<file path="config.mk">
export PLATFORM = sky130hd
export DESIGN_NAME = mult_datapath_flat
export DESIGN_NICKNAME = d
export VERILOG_FILES = /design/src/rtl/mult_datapath_if.sv /design/src/rtl/mult_datapath.sv /design/src/flat_wrapper.sv
export SDC_FILE = /design/constraint.sdc
export NUM_CORES = 1
export LEC_CHECK = 0
export ABC_AREA = 1
export CORE_UTILIZATION = 48
export CTS_BUF_LIST = sky130_fd_sc_hd__clkbuf_4
export DETAILED_ROUTE_END_ITERATION = 16
export GPL_TIMING_DRIVEN = 0
export MAX_ROUTING_LAYER = met4
export PLACE_DENSITY = 0.9
export RECOVER_POWER = 50
export SLEW_MARGIN = 10
export SYNTH_ARGS = -nofsm -noshare
export SYNTH_HDL_FRONTEND = slang
export SYNTH_SLANG_ARGS = --single-unit
</file>
<file path="constraint.sdc">
create_clock -name clk -period 2.9 [get_ports clk]
set_input_delay 0.58 -clock clk [delete_from_list [all_inputs] [get_ports clk]]
set_output_delay 0.58 -clock clk [all_outputs]
set_load 0.03 [all_outputs]
</file>
<file path="src/rtl/mult_datapath_if.sv">
// Signal bundle between the shift-add multiply controller and its datapath.
// Handshake: rdy is a level from the controller. While it is high the datapath
// freezes. product_valid is rdy delayed by one clock and marks a stable result.
interface mult_datapath_if;
  logic [31:0] multiplicand_in;
  logic [31:0] multiplier_in;
  logic        w_ctrl_Multiplicand;
  logic        w_ctrl_Product;
  logic        adding_ctrl;
  logic [5:0]  addu_ctrl;
  logic        rdy;
  logic        lsb;
  logic [63:0] product;
  logic        product_valid;
  logic        alu_op_err;

  modport master (
    output multiplicand_in, multiplier_in, w_ctrl_Multiplicand, w_ctrl_Product,
           adding_ctrl, addu_ctrl, rdy,
    input  lsb, product, product_valid, alu_op_err
  );

  modport slave (
    input  multiplicand_in, multiplier_in, w_ctrl_Multiplicand, w_ctrl_Product,
           adding_ctrl, addu_ctrl, rdy,
    output lsb, product, product_valid, alu_op_err
  );
endinterface

</file>
<file path="src/rtl/mult_datapath.sv">
// Shift-add datapath for an unsigned 32x32 multiply. One load edge is followed
// by 32 iterate edges. The controller steers it through lsb and the w_ctrl bits.
module mult_datapath (
  input  logic            clk,
  input  logic            rst,
  mult_datapath_if.slave  bus
);
  localparam logic [5:0] OP_ADDU = 6'b001001;

  logic [31:0] mcand_q, mcand_d;
  logic [63:0] prod_q, prod_d;
  logic        carry_q, carry_d;
  logic        err_q, err_d;
  logic        valid_q;
  logic        add_legal;
  logic        add_illegal;
  logic [32:0] sum;

  always_comb begin
    mcand_d     = mcand_q;
    prod_d      = prod_q;
    carry_d     = carry_q;
    err_d       = err_q;
    add_legal   = bus.adding_ctrl && (bus.addu_ctrl == OP_ADDU);
    add_illegal = bus.adding_ctrl && (bus.addu_ctrl != OP_ADDU);
    // The 33-bit sum keeps the add carry, so the shift moves it into product[63].
    sum = {carry_q, prod_q[63:32]} + (add_legal ? {1'b0, mcand_q} : 33'd0);
    if (!bus.rdy) begin
      if (!bus.w_ctrl_Multiplicand) begin
        mcand_d = bus.multiplicand_in;
      end
      if (!bus.w_ctrl_Product) begin
        prod_d  = {32'h0, bus.multiplier_in};
        carry_d = 1'b0;
      end else begin
        prod_d  = {sum, prod_q[31:1]};
        carry_d = 1'b0;
        if (add_illegal) begin
          err_d = 1'b1;
        end
      end
    end
  end

  always_ff @(posedge clk or posedge rst) begin
    if (rst) begin
      mcand_q <= 32'h0;
      prod_q  <= 64'h0;
      carry_q <= 1'b0;
      err_q   <= 1'b0;
      valid_q <= 1'b0;
    end else begin
      mcand_q <= mcand_d;
      prod_q  <= prod_d;
      carry_q <= carry_d;
      err_q   <= err_d;
      valid_q <= bus.rdy;
    end
  end

  assign bus.lsb           = prod_q[0];
  assign bus.product       = prod_q;
  assign bus.product_valid = valid_q;
  assign bus.alu_op_err    = err_q;
endmodule
</file>
<file path="src/flat_wrapper.sv">
// flat-port wrapper written by rule: the top's interface ports become plain ports
module mult_datapath_flat 
  (clk, rst, bus_multiplicand_in, bus_multiplier_in, bus_w_ctrl_Multiplicand, bus_w_ctrl_Product, bus_adding_ctrl, bus_addu_ctrl, bus_rdy, bus_lsb, bus_product, bus_product_valid, bus_alu_op_err);
  mult_datapath_if bus_i ();
  input  logic clk;
  input  logic rst;
  input wire logic [$bits(bus_i.multiplicand_in)-1:0] bus_multiplicand_in;
  input wire logic [$bits(bus_i.multiplier_in)-1:0] bus_multiplier_in;
  input wire logic [$bits(bus_i.w_ctrl_Multiplicand)-1:0] bus_w_ctrl_Multiplicand;
  input wire logic [$bits(bus_i.w_ctrl_Product)-1:0] bus_w_ctrl_Product;
  input wire logic [$bits(bus_i.adding_ctrl)-1:0] bus_adding_ctrl;
  input wire logic [$bits(bus_i.addu_ctrl)-1:0] bus_addu_ctrl;
  input wire logic [$bits(bus_i.rdy)-1:0] bus_rdy;
  output wire logic [$bits(bus_i.lsb)-1:0] bus_lsb;
  output wire logic [$bits(bus_i.product)-1:0] bus_product;
  output wire logic [$bits(bus_i.product_valid)-1:0] bus_product_valid;
  output wire logic [$bits(bus_i.alu_op_err)-1:0] bus_alu_op_err;
  assign bus_i.multiplicand_in = bus_multiplicand_in;
  assign bus_i.multiplier_in = bus_multiplier_in;
  assign bus_i.w_ctrl_Multiplicand = bus_w_ctrl_Multiplicand;
  assign bus_i.w_ctrl_Product = bus_w_ctrl_Product;
  assign bus_i.adding_ctrl = bus_adding_ctrl;
  assign bus_i.addu_ctrl = bus_addu_ctrl;
  assign bus_i.rdy = bus_rdy;
  assign bus_lsb = bus_i.lsb;
  assign bus_product = bus_i.product;
  assign bus_product_valid = bus_i.product_valid;
  assign bus_alu_op_err = bus_i.alu_op_err;
  mult_datapath u_core (.clk(clk), .rst(rst), .bus(bus_i));
endmodule
</file>
==> impl_metrics.csv, run 1 <==
group,metric,value,unit
route,viasPerCell,5.08,
sta,timing.hold.ws,0.474,ns
setup_path,max_stage_delay,0.48,ns
yosys,synth_xor_area_share,0.134,%
die,num_rows,42,
yosys,yosysTopAreaCell,"dfrtp_1",
yosys,yosysWarnings,0,
yosys,synth_cell_type_count,35,
clocking,htree_levels,3,
yosys,syn-instance-count,991,
route,drt_iter0_drc,344,
clocking,cts_tree,"done",
global_route,grt_pass1_wl,31100,µm
min_path,hp-class,"in -> reg",
clocking,clock-sinks,98,
yosys,synth_seq_area_share,37.6,%
cells_and_area,fin_cells,1335,
yosys,ys.flop_type,"dfrtp_1",
sta,hold_viol_final,0,
flow_run,maxCapViolCount,0,
setup_path,crit_top_cell,"nand2_1",
cells_and_area,final_area,8810,µm²
clocking,hold_buffers,0,
yosys,avgSynthCellArea,6.57,µm²
clocking,insertion_delay,0.49,ns
die,start_util,49.2,%
route,post_drt_wl_per_cell,14.6,µm
clocking,clockRootBuffer,"clkbuf_4",
yosys,synth_area_leaders,"dfrtp_1 (38%), nand2_1 (19%), inv_1 (7.8%)",
placed_design,place_congestion,0.910,
clocking,numCtsBuffers,9,
pwr,leakage,4.53,nW
placed_design,portBuffers,141,
setup_path,startpoint_type,"input port",
setup_path,worstPathArrival,3.14,ns
yosys,synth_top_family_by_area,"simple AND/OR/NAND/NOR gates",
global_route,track_usage,28.8,%
placed_design,dp_cells,1310,
cells_and_area,area_growth,35.3,%
outcome,status,"complete, no violations",
sta,max_freq,365,MHz
yosys,synth_top_area_share,37.6,%
sta,fin_skew,0.0320,ns
die,fp.dieW,119,µm
route,postRouteWirelength,19500,µm
placed_design,place_area,8190,µm²
die,coreArea,13200,µm²
die,die_area,14000,µm²
sta,fin_crit,2.74,ns
setup_path,worstSetupEndpointType,"flip-flop",
yosys,synth_mux_area_share,0,%
yosys,synth_fp_nets,1100,
placed_design,dp_hpwl,14700,µm
setup_path,slowest_stage,"clkdlybuf4s50_1",
yosys,ys_ff_latch,98,
yosys,synth-simple-area-share,32.8,%
setup_path,worstPathMaxFanout,7,
pwr,power_density,335,nW/µm²
sta,rsz0062_at_grt,"false",
global_route,gr-total-overflow,0,
yosys,synth_edf_count,0,
yosys,synth_fa_ha_area_share,6.45,%
global_route,grt_pass1_vias,6491,
route,ant_nets,0,
sta,tightestPinTransition,1.36,ns
setup_path,worst_ep_required_time,3.30,ns
global_route,grt_start_max_net_pins,39,
die,pin_count,143,
route,firstDrtPassIters,5,
clocking,clock_path_buffers,2,
yosys,syn_area,6510,µm²
die,die_h,119,µm
sta,slew_headroom,9.07,%
pwr,peakVddDrop,0.333,mV
yosys,synthArstFlopShare,100,%
sta,setup_viol,0,
route,num_vias,6776,
sta,worst_slack,0.164,ns
placed_design,pre_cts_ws,-0.893,ns
global_route,antenna_found_initial,0,
cells_and_area,drive_above_1_share,13.8,%
clocking,clk_pin_slew,0.17,ns
route,drc_errors,0,
sta,layout_worst_path_cycle_share,94.3,%
cells_and_area,nets,1263,
sta,drv_slew,0,
setup_path,crit_chain,"clkdlybuf4s50_1, nor3_4, nand2_4, nor2_4, ha_2, inv_1, fa_2, inv_4, nand3_1, nand3_2, nand2_1, nand2_2, buf_4, a21oi_1, o21ai_0, nand2_1",
yosys,synth_compound_area_share,12.0,%
pwr,finalPower,0.00295,W
setup_path,critical_path_class,"in -> reg",
final timing paths:
path | startpoint | endpoint | slack, ns | cells after the start
max | bus_addu_ctrl[1] | u_core.bus.product[39] | 0.16 | 16
min | bus_w_ctrl_Product | u_core.bus.product[30] | 0.47 | 3
max reg2reg | u_core.mcand_q[0] | u_core.bus.product[39] | 0.81 | 14
min reg2reg | u_core.bus.product[58] | u_core.bus.product[58] | 0.53 | 2
max in group asynchronous | rst | u_core.bus.product[47] | 0.53 | 4
min in group asynchronous | rst | u_core.bus.product[19] | 0.81 | 2
stage by stage:
step	utilization [%]	setup TNS [ns]
floorplan	-	0
global placement	61.5	-17.27
detailed placement	61.8	-19.66
CTS	63.0	0
global route	66.5	0
finish	66.6	0
cell type report:
type                            instances  area (µm²)
Multi-Input combinational cell        708        3720
Inverter                              155         586
Buffer                                 29         153
Tap cell                              176         220
Sequential cell                        98        2450
Timing Repair Buffer                  153        1550
Antenna cell                            1        2.50
Fill cell                            1192        4430
Clock inverter                          6        65.1
Clock buffer                            9        67.6
layer usage:
metal / wire length [µm] / GRT usage [%] / vias up
met5: 0 / - / -
met4: 359 / 10.4 / 0
met3: 1070 / 3.96 / 27
met2: 9440 / 46.9 / 227
met1: 8660 / 36.7 / 3127
li1: - / - / 3395
state kept, by name (all words and copies together), names as in the netlist:
| name | flops |
|---|---|
| u_core.bus.alu_op_err | 1 |
| u_core.mcand_q | 32 |
| u_core.bus.product_valid | 1 |
| u_core.bus.product | 64 |
cells by family (layout without fill, tap and decap cells):
logic type	Yosys count	count (layout)
other cells	0	1
flops	98	98
simple gates	525	525
buf+inv	185	352
xor+xnor	1	1
compound gates	149	149
fa+ha+maj	33	33
layout by cell type, fill, tap and decap left out, types with 10 or more instances in the layout:
| master | synthesis | routed |
|---|---|---|
| a21oi_1 | 92 | 83 |
| a21oi_2 | 1 | 10 |
| clkbuf_1 | 17 | 18 |
| clkdlybuf4s50_1 | 0 | 135 |
| dfrtp_1 | 98 | 98 |
| ha_1 | 32 | 19 |
| inv_1 | 135 | 132 |
| inv_2 | 19 | 20 |
| nand2_1 | 337 | 317 |
| nand2_2 | 14 | 29 |
| nand3_1 | 40 | 30 |
| nand3_2 | 3 | 12 |
| nor2_1 | 111 | 93 |
| nor2_2 | 4 | 14 |
| o21ai_0 | 41 | 41 |
synthesized netlist by cell type, types with 2 or more instances:
| master | count |
|---|---|
| a21oi_1 | 92 |
| a32o_1 | 2 |
| buf_1 | 4 |
| buf_2 | 6 |
| buf_4 | 2 |
| clkbuf_1 | 17 |
| dfrtp_1 | 98 |
| ha_1 | 32 |
| inv_1 | 135 |
| inv_2 | 19 |
| nand2_1 | 337 |
| nand2_2 | 14 |
| nand3_1 | 40 |
| nand3_2 | 3 |
| nand3b_1 | 3 |
| nand4_1 | 4 |
| nor2_1 | 111 |
| nor2_2 | 4 |
| nor3_1 | 4 |
| o21ai_0 | 41 |
| o21ai_1 | 5 |
| o21bai_1 | 4 |
| or2_2 | 2 |
report_power, final:
| part | total (W) | leakage (nW) | internal, W | switching, W |
|---|---|---|---|---|
| sequential | 0.00155 | 1.22 | 0.00148 | 0.0000678 |
| clock | 0.000769 | 0.0726 | 0.000262 | 0.000507 |
| combinational | 0.000638 | 3.23 | 0.000271 | 0.000367 |
| total | 0.00295 | 4.53 | 0.00201 | 0.000942 |
worst max-delay path: cells and delay by family:
kind,cells,cell delay [ns]
AND/OR/NAND/NOR,8,1.06
buffers and inverters,4,0.76
adder cells (fa/ha/maj),2,0.55
AO/OA/AOI/OAI,2,0.17
repair_timing:
item                                    4_1_cts  5_1_grt
buffers inserted                              1        7
gates resized for setup                       8      108
pin swaps                                     1       31
gates cloned                                  0        2
endpoints found under the setup margin       26       25
No activity file was read; power rests on OpenSTA's default activity.
==> inputs of run 2 (changes only) <==
--- a/config.mk
+++ b/config.mk
@@ -6,6 +6,7 @@
 export NUM_CORES = 1
 export LEC_CHECK = 0
 export ABC_AREA = 1
+export CORE_MARGIN = 4
 export CORE_UTILIZATION = 48
 export CTS_BUF_LIST = sky130_fd_sc_hd__clkbuf_4
 export DETAILED_ROUTE_END_ITERATION = 16
==> impl_metrics.csv, run 2 (synthesis results as in run 1) <==
group,metric,value,unit
cells_and_area,fin_cells,1337,
pwr,p_int,0.00210,W
route,drt_iter0_drc,376,
sta,setup_viol,0,
sta,drv_slew,0,
global_route,track_usage,25.7,%
pwr,power_frac_clock,28.5,%
min_path,hp-start,"bus_w_ctrl_Product",
setup_path,startpoint_type,"input port",
pwr,leakage,4.51,nW
placed_design,dp_hpwl,15100,µm
pwr,finalPower,0.00305,W
die,start_util,49.2,%
outcome,status,"complete, no violations",
die,coreArea,13200,µm²
sta,tightestPinTransition,1.23,ns
cells_and_area,area_growth,34.5,%
sta,fin_crit,2.87,ns
clocking,clock_path_buffers,2,
clocking,cts_tree,"done",
setup_path,regToRegEndpoint,"u_core.bus.product[63]",
setup_path,worstSetupEndpointType,"flip-flop",
global_route,grt_start_max_net_pins,39,
setup_path,worst_ep_required_time,3.35,ns
sta,fin_skew,0.0364,ns
placed_design,dp_cells,1310,
die,num_rows,42,
clocking,htree_levels,3,
clocking,insertion_delay,0.52,ns
min_path,hold_path_depth,3,
pwr,switching_share,31.0,%
clocking,numCtsBuffers,9,
setup_path,worstPathArrival,3.32,ns
cells_and_area,fillCellCount,1183,
route,drc_errors,0,
sta,layout_worst_path_cycle_share,99.1,%
cells_and_area,largest_register_ffs,64,
setup_path,reg2reg_from,"u_core.mcand_q[0]",
sta,max_freq,348,MHz
clocking,clk_pin_slew,0.16,ns
clocking,hold_buffers,0,
global_route,gr-total-overflow,0,
min_path,hp-class,"in -> reg",
route,firstDrtPassIters,5,
setup_path,critical_path_class,"in -> reg",
min_path,hold_path_end,"u_core.bus.product[29]",
die,die_h,125,µm
setup_path,worstPathMaxFanout,10,
flow_run,maxCapViolCount,0,
sta,slew_headroom,17.4,%
setup_path,crit_start,"bus_addu_ctrl[5]",
route,viasPerCell,5.07,
placed_design,place_congestion,0.955,
pwr,peakVddDrop,0.371,mV
sta,worst_slack,0.0258,ns
cells_and_area,drive_above_1_share,13.6,%
route,post_drt_wl_per_cell,14.8,µm
cells_and_area,final_common_cell,"nand2_1",
sta,hold_viol_final,0,
die,die_area,15500,µm²
sta,timing.hold.ws,0.434,ns
setup_path,reg2reg_depth,16,
die,fp.dieW,125,µm
placed_design,portBuffers,141,
global_route,antenna_found_initial,0,
cells_and_area,nets,1265,
clocking,clockRootBuffer,"clkbuf_4",
placed_design,pre_cts_ws,-0.858,ns
setup_path,r2r_slack,0.85,ns
pwr,seq_power_share,50.7,%
global_route,grt_pass1_wl,31700,µm
sta,rsz0062_at_grt,"true",
route,ant_nets,0,
pwr,p_switching,0.000944,W
clocking,clock-sinks,98,
route,postRouteWirelength,19800,µm
global_route,grt_pass1_vias,6635,
cells_and_area,final_cell_mix,"nand2_1 (314), clkdlybuf4s50_1 (139), inv_1 (132)",
pwr,power_density,348,nW/µm²
pwr,combinationalPowerShare,20.8,%
die,pin_count,143,
route,num_vias,6775,
cells_and_area,diodes,0,
run 2: cell types whose count changed in the layout (fill, tap and decap cells not counted), moves of 3 or more:
cell,before,now
buf_1,1,4
buf_4,9,13
clkbuf_1,18,14
clkdlybuf4s50_1,135,139
dlymetal6s2s_1,4,0
ha_2,6,3
nand2_1,317,314
nand2_2,29,34
nor2_1,93,97
nor2_2,14,18
nor2_4,8,0
run 2: timing repair:
action,4_1_cts,5_1_grt
endpoints found under the hold margin,0,0
gates resized for setup,5,82
buffers inserted,2,10
pin swaps,1,20
endpoints found under the setup margin,24,25
cloned,0,1
run 2: per-layer routing:
metal  track usage, %  up-vias  part of all wire [%]  wire (µm)
met2             41.0      265                    47       9350
met3             5.45       42                   6.6       1310
met4             8.77        0                   2.5        486
met1             32.6     3072                    44       8680
li1                 -     3396                     -          -
met5                -        -                     0          0
run 2: worst max path at each step:
stage	end	slack (ns)
after CTS	u_core.bus.product[58]	0.0007
after floorplan	u_core.bus.product[59]	0.31
after detailed placement	u_core.bus.product[59]	-0.86
after global routing	u_core.bus.product[59]	-0.09
after global placement	u_core.bus.product[59]	-0.78
final	u_core.bus.product[59]	0.03
run 2: worst max-delay path, stage by stage:
cell and delay (ns):
clkdlybuf4s50_1 0.40, nor2_1 0.10, nand3_1 0.12, nor3_4 0.23, nand2_4 0.16, buf_6 0.15
buf_4 0.17, nor2_1 0.16, ha_1 0.32, nand2_1 0.10, nand2_2 0.06, a21oi_2 0.18
nand2_1 0.14, a21oi_2 0.15, nand2_1 0.06, nand2_1 0.07, nand3_2 0.08, nand2_1 0.08
run 2: through the flow:
step | utilization (%) | setup TNS [ns] | cell area (µm²)
global placement | 61.5 | -17.61 | 8150
CTS | 63.3 | 0 | 8380
detailed placement | 61.8 | -19.95 | 8190
floorplan | - | 0 | 6520
finish | 66.2 | 0 | 8760
global route | 66.2 | -0.714 | 8760
run 2: layout make-up:
cell class	count	area [µm²]	share of cell area (%)
sequential	98	2450	28.0
buffer	28	139	1.59
tap	176	220	2.51
clock buffer	9	67.6	0.771
clock inverter	7	97.6	1.11
multi-input combinational	708	3660	41.8
inverter	155	583	6.66
timing repair buffer	156	1540	17.6
run 2: power by group through the flow:
stage | Combinational (W) | Clock [W] | Sequential, W
6_report | 0.000634 | 0.000870 | 0.00154
5_1_grt | 0.000686 | 0.000926 | 0.00156
2_1_floorplan | 0.000210 | 0 | 0.00167
4_1_cts | 0.000636 | 0.000882 | 0.00154
3_5_place_dp | 0.000631 | 0 | 0.00157
3_3_place_gp | 0.000609 | 0 | 0.00156
==> edit 1 (config.mk and constraints of run 2) <==
Reset style: synchronous (`rst`), changed in one clocked block.
--- a/src/rtl/mult_datapath.sv
+++ b/src/rtl/mult_datapath.sv
@@ -42,7 +42,7 @@
     end
   end
 
-  always_ff @(posedge clk or posedge rst) begin
+  always_ff @(posedge clk) begin
     if (rst) begin
       mcand_q <= 32'h0;
       prod_q  <= 64'h0;
Check against the original RTL: differs if rst is asserted again (counterexample within 4 cycles, from zero or initial values and one cycle with rst high); with rst held inactive, the same outputs for 4 cycles.
==> edit 1 against run 2 <==
Design area decreased by 2.3%; sequential cell count is the same; synthesized cell count grew 4.5%; hold slack improved by 43 ps; wire length up 0.18%; via count increased by 3.3%; setup slack better by 65 ps; area after synthesis down 0.98%; first-iteration DRC count increased by 74%; total power decreased by 11%; die area decreased by 0.91%.
==> edit 1: results (changes against run 2) <==
status finished, final reports clean (unchanged); first-pass GRT wire length 30200 um (was 31700 um); Least-Margin Pin Slew 578 ps (was 1230 ps); Area contributors post-synth dfxtp_1 30%, nand2_1 17%, nor2_1 11%, inv_1 10%, ha_1 6.2% (was dfrtp_1 38%, nand2_1 19%, inv_1 7.8%, a21oi_1 7.1%, nor2_1 6.4%); dpl cell area 8080 um2 (was 8190 um2); TritonRoute pass-1 iters 8 (was 5); met3 WL post-DR 1270 um (was 1310 um); layout cells sized above 1 12.9% (was 13.6%); CP Data Arrival Time 3200 ps (was 3320 ps); FFs w/ async S/R, synth 0% (was 100%); routability cong. 0.981 (was 0.955); Overall Global Routing Usage 25.9% (was 25.7%); largest net degree at the start of global routing 18 (was 39); hold path endpoint u_core.mcand_q[31] (was u_core.bus.product[29]); final net count 1302 (was 1265); filler cell count 1143 (was 1183); met3 Use GR 3.77% (was 5.45%); Fin Clk Skew 17.3 ps (was 36.4 ps); top cells by count, synth 284 x nand2_1, 182 x nor2_1, 176 x inv_1 (was 337 x nand2_1, 135 x inv_1, 111 x nor2_1); DRT iter0 DRCs 653 (was 376); reg2reg setup slack 840 ps; HP Start u_core.mcand_q[31] (was bus_w_ctrl_Product); Via density 5.09 (was 5.07); met2 Usage GRT 41.8% (was 41.0%); initial antenna violation count 1 (was 0); Final HPWL DP 15400 um (was 15100 um); Seq/Total Area, Yosys 30.4% (was 37.6%); met1 usage 33.3% (was 32.6%); Largest register FFs 64 (unchanged); r2r endpoint u_core.bus.product[59] (was u_core.bus.product[63]); synthesized net count 1145 (was 1100); final WL 19900 um (was 19800 um); slowest stage delay, CP 430 ps (was 400 ps); Reg2Reg Launch Point u_core.mcand_q[0] (unchanged); pre-CTS setup slack -820 ps (was -858 ps); Pleak 0.00415 uW (was 0.00451 uW); Hold WC Path Type flip-flop to flip-flop (was input pin to flip-flop); Critical Path Sink u_core.bus.product[43] (was u_core.bus.product[59]); worst vdd ir 223 uV (was 371 uV); length of routed met2 wiring 9380 um (was 9350 um); hold path cells 2 (was 3); wl on met1 8560 um (was 8680 um); sequential cell area 1960 um2 (was 2450 um2); vias in the first global route 6279 (was 6635); worst-skew pair later-pin latency 480 ps (was 520 ps); hold slack 477 ps (was 434 ps); cells on worst reg2reg path 15 (was 16); Max Freq 356 MHz (was 348 MHz); syn_area_per_cell 6.23 um2 (was 6.57 um2)
## edit 1: cell types whose count changed after synthesis, sizes merged, moves of 32 or more
cell   delta
nand2    -53
mux2     +32
dfxtp    +98
dfrtp    -98
nor2     +72
a21oi    -69
## edit 1: worst register-to-register path: stages (launching register included)
cell and delay (ps):
dfxtp_1 340, inv_1 60, nor2_2 110, ha_2 200, inv_1 60, fa_2 360
inv_2 80, nand3_1 80, nand3_2 100, nand3_1 100, nand3_2 110, nand2_1 110
nand2_1 90, nand2_1 50, nand3_1 80, nand2_1 60
## edit 1: power groups by stage
stage               combinational [uW]  sequential, uW  clock (uW)
floorplan                          186            1530           0
finish                             485            1440         796
detailed placement                 475            1470           0
CTS                                480            1440         821
global route                       525            1450         871
global placement                   465            1470           0
## edit 1: cell families after synthesis
logic type	count (synthesis)	share of synthesized area (%)
muxes	32	5.59
buffers and inverters	218	13.1
xor gates and xnor gates	1	0.136
adders and majority gates	33	6.52
and+or+nand+nor	543	34.1
AOI/OAI and AO/OA	111	10.2
DFF	98	30.4
## edit 1: final cells by class
| cell class | instances | share of cell area (%) |
|---|---|---|
| Clock buffer | 10 | 0.877 |
| Sequential cell | 98 | 22.9 |
| Clock inverter | 6 | 0.863 |
| Antenna cell | 1 | 0.0292 |
| Inverter | 185 | 8.12 |
| Tap cell | 176 | 2.57 |
| Buffer | 33 | 1.84 |
| Timing Repair Buffer | 146 | 16.9 |
| Multi-Input combinational cell | 720 | 45.8 |
## edit 1: repair_timing
action,in CTS,in global routing
pin swaps,1,4
hold buffers,0,0
gates resized for setup,11,58
setup endpoints to repair,22,24
cloned,0,0
setup buffers,1,4
==> edit 2 (config.mk and constraints of run 2) <==
Made on the original files. `prod_q` no longer has a reset.
--- a/src/rtl/mult_datapath.sv
+++ b/src/rtl/mult_datapath.sv
@@ -45,17 +45,19 @@
   always_ff @(posedge clk or posedge rst) begin
     if (rst) begin
       mcand_q <= 32'h0;
-      prod_q  <= 64'h0;
       carry_q <= 1'b0;
       err_q   <= 1'b0;
       valid_q <= 1'b0;
     end else begin
       mcand_q <= mcand_d;
-      prod_q  <= prod_d;
       carry_q <= carry_d;
       err_q   <= err_d;
       valid_q <= bus.rdy;
     end
+  end
+
+  always_ff @(posedge clk) begin
+    prod_q <= prod_d;
   end
 
   assign bus.lsb           = prod_q[0];
Behaviour: not the same (Yosys sat finds a counterexample within 4 cycles, from zero or initial values and one cycle with rst high).
==> edit 2 against run 2 <==
Design area up 6.2%; total power increased by 5.3%; setup slack better by 15 ps; wire length increased by 1.4%; count of clock-buffer cells in the layout grew 2; sequential cell count unchanged; cell count fell by 6.8%; area after synthesis fell by 1.1%; largest power group unchanged; synthesized cell count is 9.7% lower.
==> edit 2: results (changes against run 2) <==
Multi-In Gates 629 (was 708); CP Max Fanout 7 (was 10); met1 usage 32.2% (was 32.6%); final WL 20100 um (was 19800 um); invs w/o clock 148 (was 155); hold slack 470 ps (was 434 ps); Fin Clk Skew 27.3 ps (was 36.4 ps); Via density 5.16 (was 5.07); placed cell count 1213 (was 1310); Buffers, non-clock 179 (was 184); clk tree area frac 1.47% (was 1.89%); post-synth cell types 28 (was 35); worst rel slew slack 55.3% (was 17.4%); clock buffer count 11 (was 9); Hold WC Path Type input pin to asynchronous set/reset pin (was input pin to flip-flop); Seq/Total Area, Yosys 43.0% (was 37.6%); cells on worst reg2reg path 12 (was 16); met2 Usage GRT 37.2% (was 41.0%); Critical Path Sink u_core.bus.product[50] (was u_core.bus.product[59]); layout cells sized above 1 22.3% (was 13.6%); Post-CTS Setup Bufs 1 (was 2); Syn Inst Count 895 (was 991); met3 WL post-DR 1640 um (was 1310 um); Final HPWL DP 14200 um (was 15100 um); CP startpoint bus_addu_ctrl[4] (was bus_addu_ctrl[5]); largest net degree at the start of global routing 66 (was 39); length of routed met2 wiring 9660 um (was 9350 um); number of synthesized flops with an enable pin 64 (was 0); post_cts resized 11 (was 5); worst-skew pair later-pin latency 500 ps (was 520 ps); r2r endpoint u_core.bus.product[47] (was u_core.bus.product[63]); signal buffers share of area 18.3% (was 19.2%); Overall Global Routing Usage 24.2% (was 25.7%); fraction of area in multi-input gates 42.0% (was 41.8%); met3 Use GR 4.95% (was 5.45%); Worst Slack Setup Final 40.6 ps (was 25.8 ps); status finished, final reports clean (unchanged); routability cong. 0.954 (was 0.955); wire per inst 16.1 um (was 14.8 um)
[edit 2: cell types whose count changed after synthesis, moves of 6 or more]
cell | before | now
nand2_2 | 14 | 20
dfrtp_1 | 98 | 34
a21oi_1 | 92 | 43
inv_1 | 135 | 129
nor2_1 | 111 | 86
edfxtp_1 | 0 | 64
nand2_1 | 337 | 331
nand3_1 | 40 | 28
[edit 2: kinds of logic (layout without fill, tap and decap cells)]
family	Yosys count	in the layout	share of synthesized area (%)
flops	98	98	43.0
fa+ha+maj	33	33	6.52
buf+inv	168	343	9.98
compound gates	98	98	7.96
xor+xnor	1	1	0.136
simple gates	497	497	32.4
[edit 2: per-stage QoR]
stage                     util (%)  cell area, um2
final                         70.5            9300
after global routing          70.5            9300
after CTS                     62.8            8280
after detailed placement      61.4            8110
after global placement        61.2            8080
after floorplan                  -            6440
[edit 2: report_power, final]
group	internal [uW]	leakage [uW]	switching, uW
logic	319	0.00322	439
registers	1620	0.00106	70.3
clock network	282	0.0000792	476
